<file path="src/rtl/mem_req_arbiter_pkg.sv">
// Shared definitions for the fetch/MEM memory-port arbiter: master IDs,
// FSM state encodings and the muxed per-request control fields.
package mem_req_arbiter_pkg;

  localparam logic [0:0] ID_INST = 1'b0;
  localparam logic [0:0] ID_DATA = 1'b1;

  localparam logic [0:0] ST_IDLE = 1'b0;
  localparam logic [0:0] ST_HOLD = 1'b1;

  typedef struct packed {
    logic       wr;
    logic [1:0] size;
    logic [3:0] wstrb;
  } req_ctrl_t;

endpackage

</file>
<file path="src/rtl/mem_req_arbiter_if.sv">
// Bundle of the fetch, MEM and shared sram-like port signals around the
// arbiter; slave is the arbiter's view, master is the surrounding system's view.
interface mem_req_arbiter_if #(
  parameter int ADDR_W = 32
);

  logic              inst_req;
  logic [1:0]        inst_size;
  logic [ADDR_W-1:0] inst_addr;
  logic              inst_addr_ok;
  logic              inst_data_ok;
  logic [ADDR_W-1:0] inst_rdata;

  logic              data_req;
  logic              data_wr;
  logic [1:0]        data_size;
  logic [3:0]        data_wstrb;
  logic [ADDR_W-1:0] data_addr;
  logic [ADDR_W-1:0] data_wdata;
  logic              data_addr_ok;
  logic              data_data_ok;
  logic [ADDR_W-1:0] data_rdata;

  logic              mem_req;
  logic              mem_wr;
  logic [1:0]        mem_size;
  logic [3:0]        mem_wstrb;
  logic [ADDR_W-1:0] mem_addr;
  logic [ADDR_W-1:0] mem_wdata;
  logic              mem_addr_ok;
  logic              mem_data_ok;
  logic [ADDR_W-1:0] mem_rdata;

  modport slave (
    input  inst_req, inst_size, inst_addr,
    output inst_addr_ok, inst_data_ok, inst_rdata,
    input  data_req, data_wr, data_size, data_wstrb, data_addr, data_wdata,
    output data_addr_ok, data_data_ok, data_rdata,
    output mem_req, mem_wr, mem_size, mem_wstrb, mem_addr, mem_wdata,
    input  mem_addr_ok, mem_data_ok, mem_rdata
  );

  modport master (
    output inst_req, inst_size, inst_addr,
    input  inst_addr_ok, inst_data_ok, inst_rdata,
    output data_req, data_wr, data_size, data_wstrb, data_addr, data_wdata,
    input  data_addr_ok, data_data_ok, data_rdata,
    input  mem_req, mem_wr, mem_size, mem_wstrb, mem_addr, mem_wdata,
    output mem_addr_ok, mem_data_ok, mem_rdata
  );

endinterface

</file>
<file path="src/rtl/mem_req_arbiter_arb_id_fifo.sv">
// In-order queue of 1-bit master IDs for accepted transactions still waiting
// for their response; pointers wrap modulo DEPTH, which need not be a power of two.
module arb_id_fifo #(
  parameter int DEPTH = 2
) (
  input  logic                       clk,
  input  logic                       rst_n,
  input  logic                       i_push,
  input  logic                       i_push_id,
  input  logic                       i_pop,
  output logic                       o_head_id,
  output logic                       o_full,
  output logic                       o_empty,
  output logic [$clog2(DEPTH+1)-1:0] o_count
);

  localparam int PTR_W = (DEPTH > 1) ? $clog2(DEPTH) : 1;
  localparam int CNT_W = $clog2(DEPTH + 1);

  logic [DEPTH-1:0] r_mem;
  logic [PTR_W-1:0] r_wr_ptr;
  logic [PTR_W-1:0] r_rd_ptr;
  logic [CNT_W-1:0] r_count;
  logic             w_push_ok;
  logic             w_pop_ok;

  function automatic logic [PTR_W-1:0] f_next_ptr(input logic [PTR_W-1:0] ptr);
    if (ptr == PTR_W'(DEPTH - 1)) begin
      return {PTR_W{1'b0}};
    end else begin
      return ptr + PTR_W'(1);
    end
  endfunction

  assign o_full    = (r_count == CNT_W'(DEPTH));
  assign o_empty   = (r_count == {CNT_W{1'b0}});
  assign o_count   = r_count;
  assign o_head_id = r_mem[r_rd_ptr];
  assign w_push_ok = i_push & ~o_full;
  assign w_pop_ok  = i_pop & ~o_empty;

  // Storage, wrap-around pointers and occupancy count
  always_ff @(posedge clk or negedge rst_n) begin
    if (!rst_n) begin
      r_mem    <= {DEPTH{1'b0}};
      r_wr_ptr <= {PTR_W{1'b0}};
      r_rd_ptr <= {PTR_W{1'b0}};
      r_count  <= {CNT_W{1'b0}};
    end else begin
      if (w_push_ok) begin
        r_mem[r_wr_ptr] <= i_push_id;
        r_wr_ptr        <= f_next_ptr(r_wr_ptr);
      end
      if (w_pop_ok) begin
        r_rd_ptr <= f_next_ptr(r_rd_ptr);
      end
      case ({w_push_ok, w_pop_ok})
        2'b10:   r_count <= r_count + CNT_W'(1);
        2'b01:   r_count <= r_count - CNT_W'(1);
        default: r_count <= r_count;
      endcase
    end
  end

endmodule

</file>
<file path="src/rtl/mem_req_arbiter.sv">
// Shares one sram-like port between fetch (read-only) and MEM (read/write),
// holding a stalled grant and routing in-order responses by queued master ID.
// Build macro ARB_RR_EN selects round-robin instead of fixed data-over-inst priority.
module mem_req_arbiter
  import mem_req_arbiter_pkg::*;
#(
  parameter int MAX_OUTST = 2,
  parameter int ADDR_W    = 32
) (
  input  logic                 clk,
  input  logic                 resetn,
  mem_req_arbiter_if.slave     io_bus
);

  localparam int CNT_W = $clog2(MAX_OUTST + 1);

  logic [0:0]       r_state;
  logic             r_owner;
`ifdef ARB_RR_EN
  logic             r_last;
`endif

  logic             w_gnt;
  logic             w_owner_req;
  logic             w_req_raw;
  logic             w_full;
  logic             w_mem_req;
  logic             w_hs;
  logic             w_pop;
  logic             w_head_id;
  logic             w_fifo_full;
  logic             w_fifo_empty;
  logic [CNT_W-1:0] w_count;
  req_ctrl_t        w_ctrl;

  // Grant: a held grant stays with its owner; otherwise arbitrate between requesters
  always_comb begin
    w_gnt = ID_INST;
    if (r_state == ST_HOLD) begin
      w_gnt = r_owner;
    end else if (io_bus.data_req && io_bus.inst_req) begin
`ifdef ARB_RR_EN
      w_gnt = (r_last == ID_DATA) ? ID_INST : ID_DATA;
`else
      w_gnt = ID_DATA;
`endif
    end else if (io_bus.data_req) begin
      w_gnt = ID_DATA;
    end else begin
      w_gnt = ID_INST;
    end
  end

  assign w_owner_req = (w_gnt == ID_DATA) ? io_bus.data_req : io_bus.inst_req;
  assign w_req_raw   = (r_state == ST_HOLD) ? w_owner_req
                                            : (io_bus.inst_req | io_bus.data_req);
  // No bypass: a pop in the same cycle does not free a slot for this request
  assign w_full      = (w_count == CNT_W'(MAX_OUTST));
  assign w_mem_req   = w_req_raw & ~w_full;
  assign w_hs        = w_mem_req & io_bus.mem_addr_ok;
  assign w_pop       = io_bus.mem_data_ok & ~w_fifo_empty;

  // Control fields of the granted master; fetch never writes
  always_comb begin
    w_ctrl = '{wr: 1'b0, size: 2'b00, wstrb: 4'b0000};
    if (w_gnt == ID_DATA) begin
      w_ctrl = '{wr: io_bus.data_wr, size: io_bus.data_size, wstrb: io_bus.data_wstrb};
    end else begin
      w_ctrl = '{wr: 1'b0, size: io_bus.inst_size, wstrb: 4'b0000};
    end
  end

  // IDLE/HOLD: keep the grant on a stalled owner until accepted or withdrawn
  always_ff @(posedge clk or negedge resetn) begin
    if (!resetn) begin
      r_state <= ST_IDLE;
      r_owner <= ID_INST;
    end else begin
      case (r_state)
        ST_IDLE: begin
          if (w_mem_req && !io_bus.mem_addr_ok) begin
            r_state <= ST_HOLD;
            r_owner <= w_gnt;
          end else begin
            r_state <= ST_IDLE;
          end
        end
        ST_HOLD: begin
          if (!w_owner_req || io_bus.mem_addr_ok) begin
            r_state <= ST_IDLE;
          end else begin
            r_state <= ST_HOLD;
          end
        end
        default: r_state <= ST_IDLE;
      endcase
    end
  end

`ifdef ARB_RR_EN
  // Last handshake winner; the other master gets priority on the next tie
  always_ff @(posedge clk or negedge resetn) begin
    if (!resetn) begin
      r_last <= ID_INST;
    end else if (w_hs) begin
      r_last <= w_gnt;
    end else begin
      r_last <= r_last;
    end
  end
`endif

  arb_id_fifo #(
    .DEPTH (MAX_OUTST)
  ) u_id_fifo (
    .clk       (clk),
    .rst_n     (resetn),
    .i_push    (w_hs & ~w_fifo_full),
    .i_push_id (w_gnt),
    .i_pop     (w_pop),
    .o_head_id (w_head_id),
    .o_full    (w_fifo_full),
    .o_empty   (w_fifo_empty),
    .o_count   (w_count)
  );

  assign io_bus.mem_req   = resetn & w_mem_req;
  assign io_bus.mem_wr    = resetn & w_ctrl.wr;
  assign io_bus.mem_size  = resetn ? w_ctrl.size  : 2'b00;
  assign io_bus.mem_wstrb = resetn ? w_ctrl.wstrb : 4'b0000;
  assign io_bus.mem_addr  = !resetn ? {ADDR_W{1'b0}} :
                            (w_gnt == ID_DATA) ? io_bus.data_addr : io_bus.inst_addr;
  assign io_bus.mem_wdata = (resetn && (w_gnt == ID_DATA)) ? io_bus.data_wdata
                                                           : {ADDR_W{1'b0}};

  assign io_bus.inst_addr_ok = resetn & w_hs & (w_gnt == ID_INST);
  assign io_bus.data_addr_ok = resetn & w_hs & (w_gnt == ID_DATA);
  assign io_bus.inst_data_ok = resetn & w_pop & (w_head_id == ID_INST);
  assign io_bus.data_data_ok = resetn & w_pop & (w_head_id == ID_DATA);
  assign io_bus.inst_rdata   = resetn ? io_bus.mem_rdata : {ADDR_W{1'b0}};
  assign io_bus.data_rdata   = resetn ? io_bus.mem_rdata : {ADDR_W{1'b0}};

endmodule

</file>
<file path="src/flat_wrapper.sv">
// flat-port wrapper written by rule: the top's interface ports become plain ports
module mem_req_arbiter_flat import mem_req_arbiter_pkg::*;
#(
  parameter int MAX_OUTST = 2,
  parameter int ADDR_W    = 32
)
  (clk, resetn, io_bus_inst_req, io_bus_inst_size, io_bus_inst_addr, io_bus_inst_addr_ok, io_bus_inst_data_ok, io_bus_inst_rdata, io_bus_data_req, io_bus_data_wr, io_bus_data_size, io_bus_data_wstrb, io_bus_data_addr, io_bus_data_wdata, io_bus_data_addr_ok, io_bus_data_data_ok, io_bus_data_rdata, io_bus_mem_req, io_bus_mem_wr, io_bus_mem_size, io_bus_mem_wstrb, io_bus_mem_addr, io_bus_mem_wdata, io_bus_mem_addr_ok, io_bus_mem_data_ok, io_bus_mem_rdata);
  mem_req_arbiter_if #(.ADDR_W(ADDR_W)) io_bus_i ();
  input  logic clk;
  input  logic resetn;
  input wire logic [$bits(io_bus_i.inst_req)-1:0] io_bus_inst_req;
  input wire logic [$bits(io_bus_i.inst_size)-1:0] io_bus_inst_size;
  input wire logic [$bits(io_bus_i.inst_addr)-1:0] io_bus_inst_addr;
  output wire logic [$bits(io_bus_i.inst_addr_ok)-1:0] io_bus_inst_addr_ok;
  output wire logic [$bits(io_bus_i.inst_data_ok)-1:0] io_bus_inst_data_ok;
  output wire logic [$bits(io_bus_i.inst_rdata)-1:0] io_bus_inst_rdata;
  input wire logic [$bits(io_bus_i.data_req)-1:0] io_bus_data_req;
  input wire logic [$bits(io_bus_i.data_wr)-1:0] io_bus_data_wr;
  input wire logic [$bits(io_bus_i.data_size)-1:0] io_bus_data_size;
  input wire logic [$bits(io_bus_i.data_wstrb)-1:0] io_bus_data_wstrb;
  input wire logic [$bits(io_bus_i.data_addr)-1:0] io_bus_data_addr;
  input wire logic [$bits(io_bus_i.data_wdata)-1:0] io_bus_data_wdata;
  output wire logic [$bits(io_bus_i.data_addr_ok)-1:0] io_bus_data_addr_ok;
  output wire logic [$bits(io_bus_i.data_data_ok)-1:0] io_bus_data_data_ok;
  output wire logic [$bits(io_bus_i.data_rdata)-1:0] io_bus_data_rdata;
  output wire logic [$bits(io_bus_i.mem_req)-1:0] io_bus_mem_req;
  output wire logic [$bits(io_bus_i.mem_wr)-1:0] io_bus_mem_wr;
  output wire logic [$bits(io_bus_i.mem_size)-1:0] io_bus_mem_size;
  output wire logic [$bits(io_bus_i.mem_wstrb)-1:0] io_bus_mem_wstrb;
  output wire logic [$bits(io_bus_i.mem_addr)-1:0] io_bus_mem_addr;
  output wire logic [$bits(io_bus_i.mem_wdata)-1:0] io_bus_mem_wdata;
  input wire logic [$bits(io_bus_i.mem_addr_ok)-1:0] io_bus_mem_addr_ok;
  input wire logic [$bits(io_bus_i.mem_data_ok)-1:0] io_bus_mem_data_ok;
  input wire logic [$bits(io_bus_i.mem_rdata)-1:0] io_bus_mem_rdata;
  assign io_bus_i.inst_req = io_bus_inst_req;
  assign io_bus_i.inst_size = io_bus_inst_size;
  assign io_bus_i.inst_addr = io_bus_inst_addr;
  assign io_bus_inst_addr_ok = io_bus_i.inst_addr_ok;
  assign io_bus_inst_data_ok = io_bus_i.inst_data_ok;
  assign io_bus_inst_rdata = io_bus_i.inst_rdata;
  assign io_bus_i.data_req = io_bus_data_req;
  assign io_bus_i.data_wr = io_bus_data_wr;
  assign io_bus_i.data_size = io_bus_data_size;
  assign io_bus_i.data_wstrb = io_bus_data_wstrb;
  assign io_bus_i.data_addr = io_bus_data_addr;
  assign io_bus_i.data_wdata = io_bus_data_wdata;
  assign io_bus_data_addr_ok = io_bus_i.data_addr_ok;
  assign io_bus_data_data_ok = io_bus_i.data_data_ok;
  assign io_bus_data_rdata = io_bus_i.data_rdata;
  assign io_bus_mem_req = io_bus_i.mem_req;
  assign io_bus_mem_wr = io_bus_i.mem_wr;
  assign io_bus_mem_size = io_bus_i.mem_size;
  assign io_bus_mem_wstrb = io_bus_i.mem_wstrb;
  assign io_bus_mem_addr = io_bus_i.mem_addr;
  assign io_bus_mem_wdata = io_bus_i.mem_wdata;
  assign io_bus_i.mem_addr_ok = io_bus_mem_addr_ok;
  assign io_bus_i.mem_data_ok = io_bus_mem_data_ok;
  assign io_bus_i.mem_rdata = io_bus_mem_rdata;
  mem_req_arbiter #(.MAX_OUTST(MAX_OUTST), .ADDR_W(ADDR_W)) u_core (.clk(clk), .resetn(resetn), .io_bus(io_bus_i));
endmodule
</file>
<file path="config.mk">
export PLATFORM = sky130hd
export DESIGN_NAME = mem_req_arbiter_flat
export DESIGN_NICKNAME = d
export VERILOG_FILES = /design/src/rtl/mem_req_arbiter_pkg.sv /design/src/rtl/mem_req_arbiter_if.sv /design/src/rtl/mem_req_arbiter_arb_id_fifo.sv /design/src/rtl/mem_req_arbiter.sv /design/src/flat_wrapper.sv
export SDC_FILE = /design/constraint.sdc
export NUM_CORES = 1
export LEC_CHECK = 0
export BUFFER_PORTS_ARGS = -buffer_cell sky130_fd_sc_hd__buf_2
export CORE_AREA = 3 3 109 111
export CTS_BUF_LIST = sky130_fd_sc_hd__clkbuf_4
export DETAILED_ROUTE_END_ITERATION = 10
export DIE_AREA = 0 0 112 114
export PLACE_DENSITY = 0.58
export SYNTH_ARGS = -nofsm -noshare
export SYNTH_HDL_FRONTEND = slang
export SYNTH_HIERARCHICAL = 1
export SYNTH_SLANG_ARGS = --single-unit
</file>
<file path="constraint.sdc">
create_clock -name clk -period 2.4 [get_ports clk]
set_input_delay 0.12 -clock clk [delete_from_list [all_inputs] [get_ports clk]]
set_output_delay 0.12 -clock clk [all_outputs]
set_load 0.02 [all_outputs]
</file>
==> key figures <==
Outcome
  – Status: complete, no violations

Yosys
  – Area share of and/or/nand/nor cells after synthesis: 0.463
  – Cell area after synthesis: 1800 sq um
  – Ys async rst share: 1.00
  – Flip-flop and latch count after synthesis: 8
  – Area share of the largest cell type after synthesis: 0.150
  – Synthesized Nets: 419
  – Most instantiated library cell after synthesis: sky130_fd_sc_hd__nand2_1
  – Share of synthesized area occupied by flip-flops and latches: 0.111
  – Count of yosys warnings during synthesis: 6
  – Cell count after synthesis: ~280
  – Multiplexer fraction of the synthesized cell area: 0.0313
  – Main area contributors after synthesis: sky130_fd_sc_hd__nand2_1 (15%), sky130_fd_sc_hd__buf_4 (14%), sky130_fd_sc_hd__and3_1 (13%), sky130_fd_sc_hd__a21boi_1 (13%), sky130_fd_sc_hd__and2_1 (11%)
  – Commonest cells in the synthesized netlist: sky130_fd_sc_hd__nand2_1 (72), sky130_fd_sc_hd__and3_1 (38), sky130_fd_sc_hd__buf_4 (33), sky130_fd_sc_hd__and2_1 (32), sky130_fd_sc_hd__a21boi_1 (31)
  – Area fraction in compound gates after synthesis: 0.154
  – Per-instance average area after synthesis: around 6.5 sq um
  – EDFF count, synth: 0
  – Dominant synthesized flop cell: sky130_fd_sc_hd__dfrtp_1
  – Cell variety after synth: 30
  – XOR/XNOR share of the synthesized area: 0.0243
  – Combinational family with the most area after synthesis: simple AND/OR/NAND/NOR gates
  – Adder-Cell Fraction of Synth Area: 0.00695
  – Biggest area consumer among synthesized cells: sky130_fd_sc_hd__nand2_1

Critical path
  – Critical Path Start Type: flip-flop
  – Critical path class: reg -> out
  – Crit path arrival time: ~1.9 ns
  – Endpoint kind of the worst setup timing path: output port
  – Crit path required time: 2.28 ns
  – Worst reg2reg endpoint: u_core/u_id_fifo/o_count[1]$_DFFE_PN0P_
  – Reg2reg start: u_core/u_id_fifo/o_count[0]$_DFFE_PN0P_
  – Reg2reg path depth: 7
  – Crit Path Max Fanout: 33
  – Setup slack, reg-to-reg: 0.45 ns

Die
  – Row count: 38
  – Height of the die: 114 um
  – Starting utilization of the core area: 0.165
  – Die Area: approximately 13000 sq um
  – Area of the placeable core: 10900 sq um
  – Die X: ~110 um
  – Number of placed I/O pins: 283

CTS
  – CTS Root Cell: sky130_fd_sc_hd__clkbuf_4
  – Cells resized by post-CTS repair: 0
  – Clock transition time at the flip-flop clock pins of the worst setup and hold paths: 0.06 ns
  – TritonCTS clock tree: done
  – Max Buffers Root-to-Sink: 2
  – CTS hold repair buffers: 1
  – Number of buffers inserted during clock tree synthesis: 3
  – Deepest level of the CTS H-tree: 1
  – Post-CTS setup buffer count: 0
  – Insertion delay of the later-clocked pin in the worst-skew pair: 0.25 ns
  – # clock sinks: 8

Drt
  – Post-detailed-route count of antenna-violating nets: 0
  – Final wirelength: 8590 um
  – Via count: between 2000 and 3000
  – Drt pass-1 iters: 4
  – Detailed-route DRC error count: 0
  – Vias/cell: 4.07
  – DRC marker count from the first detailed-route iteration: 69
  – DR WL/cell: 13.2 um

Min path
  – Hold path depth: 3
  – Terminating pin of the worst hold path: u_core/r_owner$_DFFE_PN0P_
  – Worst Hold Launch: io_bus_inst_req
  – Path type of the worst min-delay path: in -> reg

Global route
  – Remaining global-route overflow: 0
  – Met2 usage in global routing: 0.213
  – Global-route total usage across every layer: 0.116
  – Largest net degree at the start of global routing: 75
  – Met1 usage in global routing: 0.141
  – Global Route met3 Usage: 0.0350
  – Most Crowded Layer GR: met2
  – Via count of the first global-routing pass: 2461
  – Wire length of the first global-routing pass: 12500 um
  – Initial antenna violation count: 1

Placement
  – Placed inst area: approximately 3100 sq um
  – Number of buffer cells added on primary ports: 282
  – Routability Congestion: 0.765
  – Post-DP HPWL: just over 7000 um
  – Cell count after placement: 647

Cells and area
  – Share of final-layout standard cells stronger than drive strength 1: 0.575
  – Count of filler cells inserted in the layout: about 1300
  – Number of standard cells in the final layout excluding fillers: between 600 and 700
  – Total number of nets in the final design: 657
  – Area Overhead vs Synth: 71.4%
  – Area of all sequential standard cells: 200 sq um
  – Area of the multi-input gates: 1220 sq um
  – Ant. Diodes: 0
  – Post-layout util: 0.283
  – Final design instance area without fill: 3090 sq um

Timing
  – Max Clock Freq: 500 MHz
  – Final total negative setup slack: 0 ns
  – Pins over their slew limit: 0
  – Relative slew slack: 0.649
  – Unrepaired setup endpoints after global routing: false
  – Final hold violation count: 0
  – Setup-failing EPs final: 0
  – Transition time of the tightest slew-check pin: 0.526 ns
  – Final Critical Period: 2.00 ns
  – Fin crit share: 0.834
  – Skew final: roughly 0.003 ns

Power
  – Power per Cell Area: 590 nW/um^2
  – Sequential power share: 0.154
  – Clock Power Share: 0.057
  – Cell Int Power: 0.813 mW
  – Power after layout: 1.82 mW
  – Net Sw Frac: 0.553
  – Worst IR drop on VDD: 0.268 mV
  – Sw power: 1.01 mW
  – Leakage dissipation: 2.03 nW
  – Part of the total power dissipated in combinational logic: 0.789

Flow run
  – MaxCap Viol Count: 0
[metal layers]
| metal | share of wire | vias to the layer above |
|---|---|---|
| met4 | 0.0016 | 2 |
| met2 | 0.51 | 148 |
| met3 | 0.11 | 4 |
| met5 | 0.0023 | - |
| li1 | - | 1337 |
| met1 | 0.38 | 1158 |
[registers in the layout (all words and copies together) (netlist names)]
signal	cells
u_core/u_id_fifo/r_wr_ptr	1
u_core/u_id_fifo/o_count	2
u_core/r_owner	1
u_core/r_state	1
u_core/u_id_fifo/r_mem	2
u_core/u_id_fifo/r_rd_ptr	1
[cell families (layout without fill, tap and decap cells)]
group,Yosys count,count (layout)
and+or+nand+nor,164,164
buffers and inverters,56,292
AOI/OAI and AO/OA,37,37
DFF,8,8
xor gates and xnor gates,5,5
muxes,4,4
adders and majority gates,1,1
[metrics by stage]
step                setup slack, ns  hold slack [ns]
floorplan                     0.632           -0.176
global placement              0.538            0.224
detailed placement            0.475            0.220
CTS                           0.351            0.178
global route                  0.176            0.186
finish                        0.399            0.182
[power by group through the flow]
| stage | Clock, mW | Combinational (mW) | Sequential (mW) |
|---|---|---|---|
| floorplan | 0 | 1.07 | 0.266 |
| global placement | 0 | 1.45 | 0.280 |
| detailed placement | 0 | 1.46 | 0.282 |
| CTS | 0.108 | 1.46 | 0.280 |
| global route | 0.115 | 1.60 | 0.290 |
| finish | 0.104 | 1.44 | 0.279 |
[cell type report]
| type | count | share of cell area |
|---|---|---|
| well taps | 140 | 0.0568 |
| flip-flops and latches | 8 | 0.0649 |
| repair buffers | 287 | 0.470 |
| inverters | 2 | 0.00406 |
| clock buffers | 3 | 0.00730 |
| multi-input cells | 211 | 0.397 |
[how the worst max path moves through the flow]
stage | start | to | depth (start not counted)
floorplan | u_core/r_state$_DFF_PN0_ | u_core/u_id_fifo/o_count[1]$_DFFE_PN0P_ | 7
global placement | u_core/u_id_fifo/o_count[0]$_DFFE_PN0P_ | u_core/u_id_fifo/o_count[1]$_DFFE_PN0P_ | 7
detailed placement | u_core/u_id_fifo/o_count[0]$_DFFE_PN0P_ | u_core/u_id_fifo/o_count[1]$_DFFE_PN0P_ | 7
CTS | u_core/r_state$_DFF_PN0_ | io_bus_mem_addr[22] | 5
global route | u_core/u_id_fifo/o_count[0]$_DFFE_PN0P_ | u_core/u_id_fifo/o_count[1]$_DFFE_PN0P_ | 7
finish | u_core/r_state$_DFF_PN0_ | io_bus_mem_addr[22] | 5
[cells in the final DEF, fill, tap and decap left out, drive strengths merged, types with 4 or more instances in the layout]
cell type | synthesis | final
nand3 | 4 | 4
and2 | 32 | 32
nor2 | 6 | 6
nand2 | 72 | 72
buf | 43 | 286
a21boi | 34 | 34
and3 | 38 | 38
dfrtp | 8 | 8
[critical path, cell delays in order, from the launching register on]
cell,delay [ns]
sky130_fd_sc_hd__dfrtp_1,0.44
sky130_fd_sc_hd__mux2i_4,0.34
sky130_fd_sc_hd__buf_4,0.39
sky130_fd_sc_hd__nand2_1,0.09
sky130_fd_sc_hd__a21boi_1,0.16
sky130_fd_sc_hd__buf_2,0.19
Note: power is estimated with default switching activity, not from simulation.
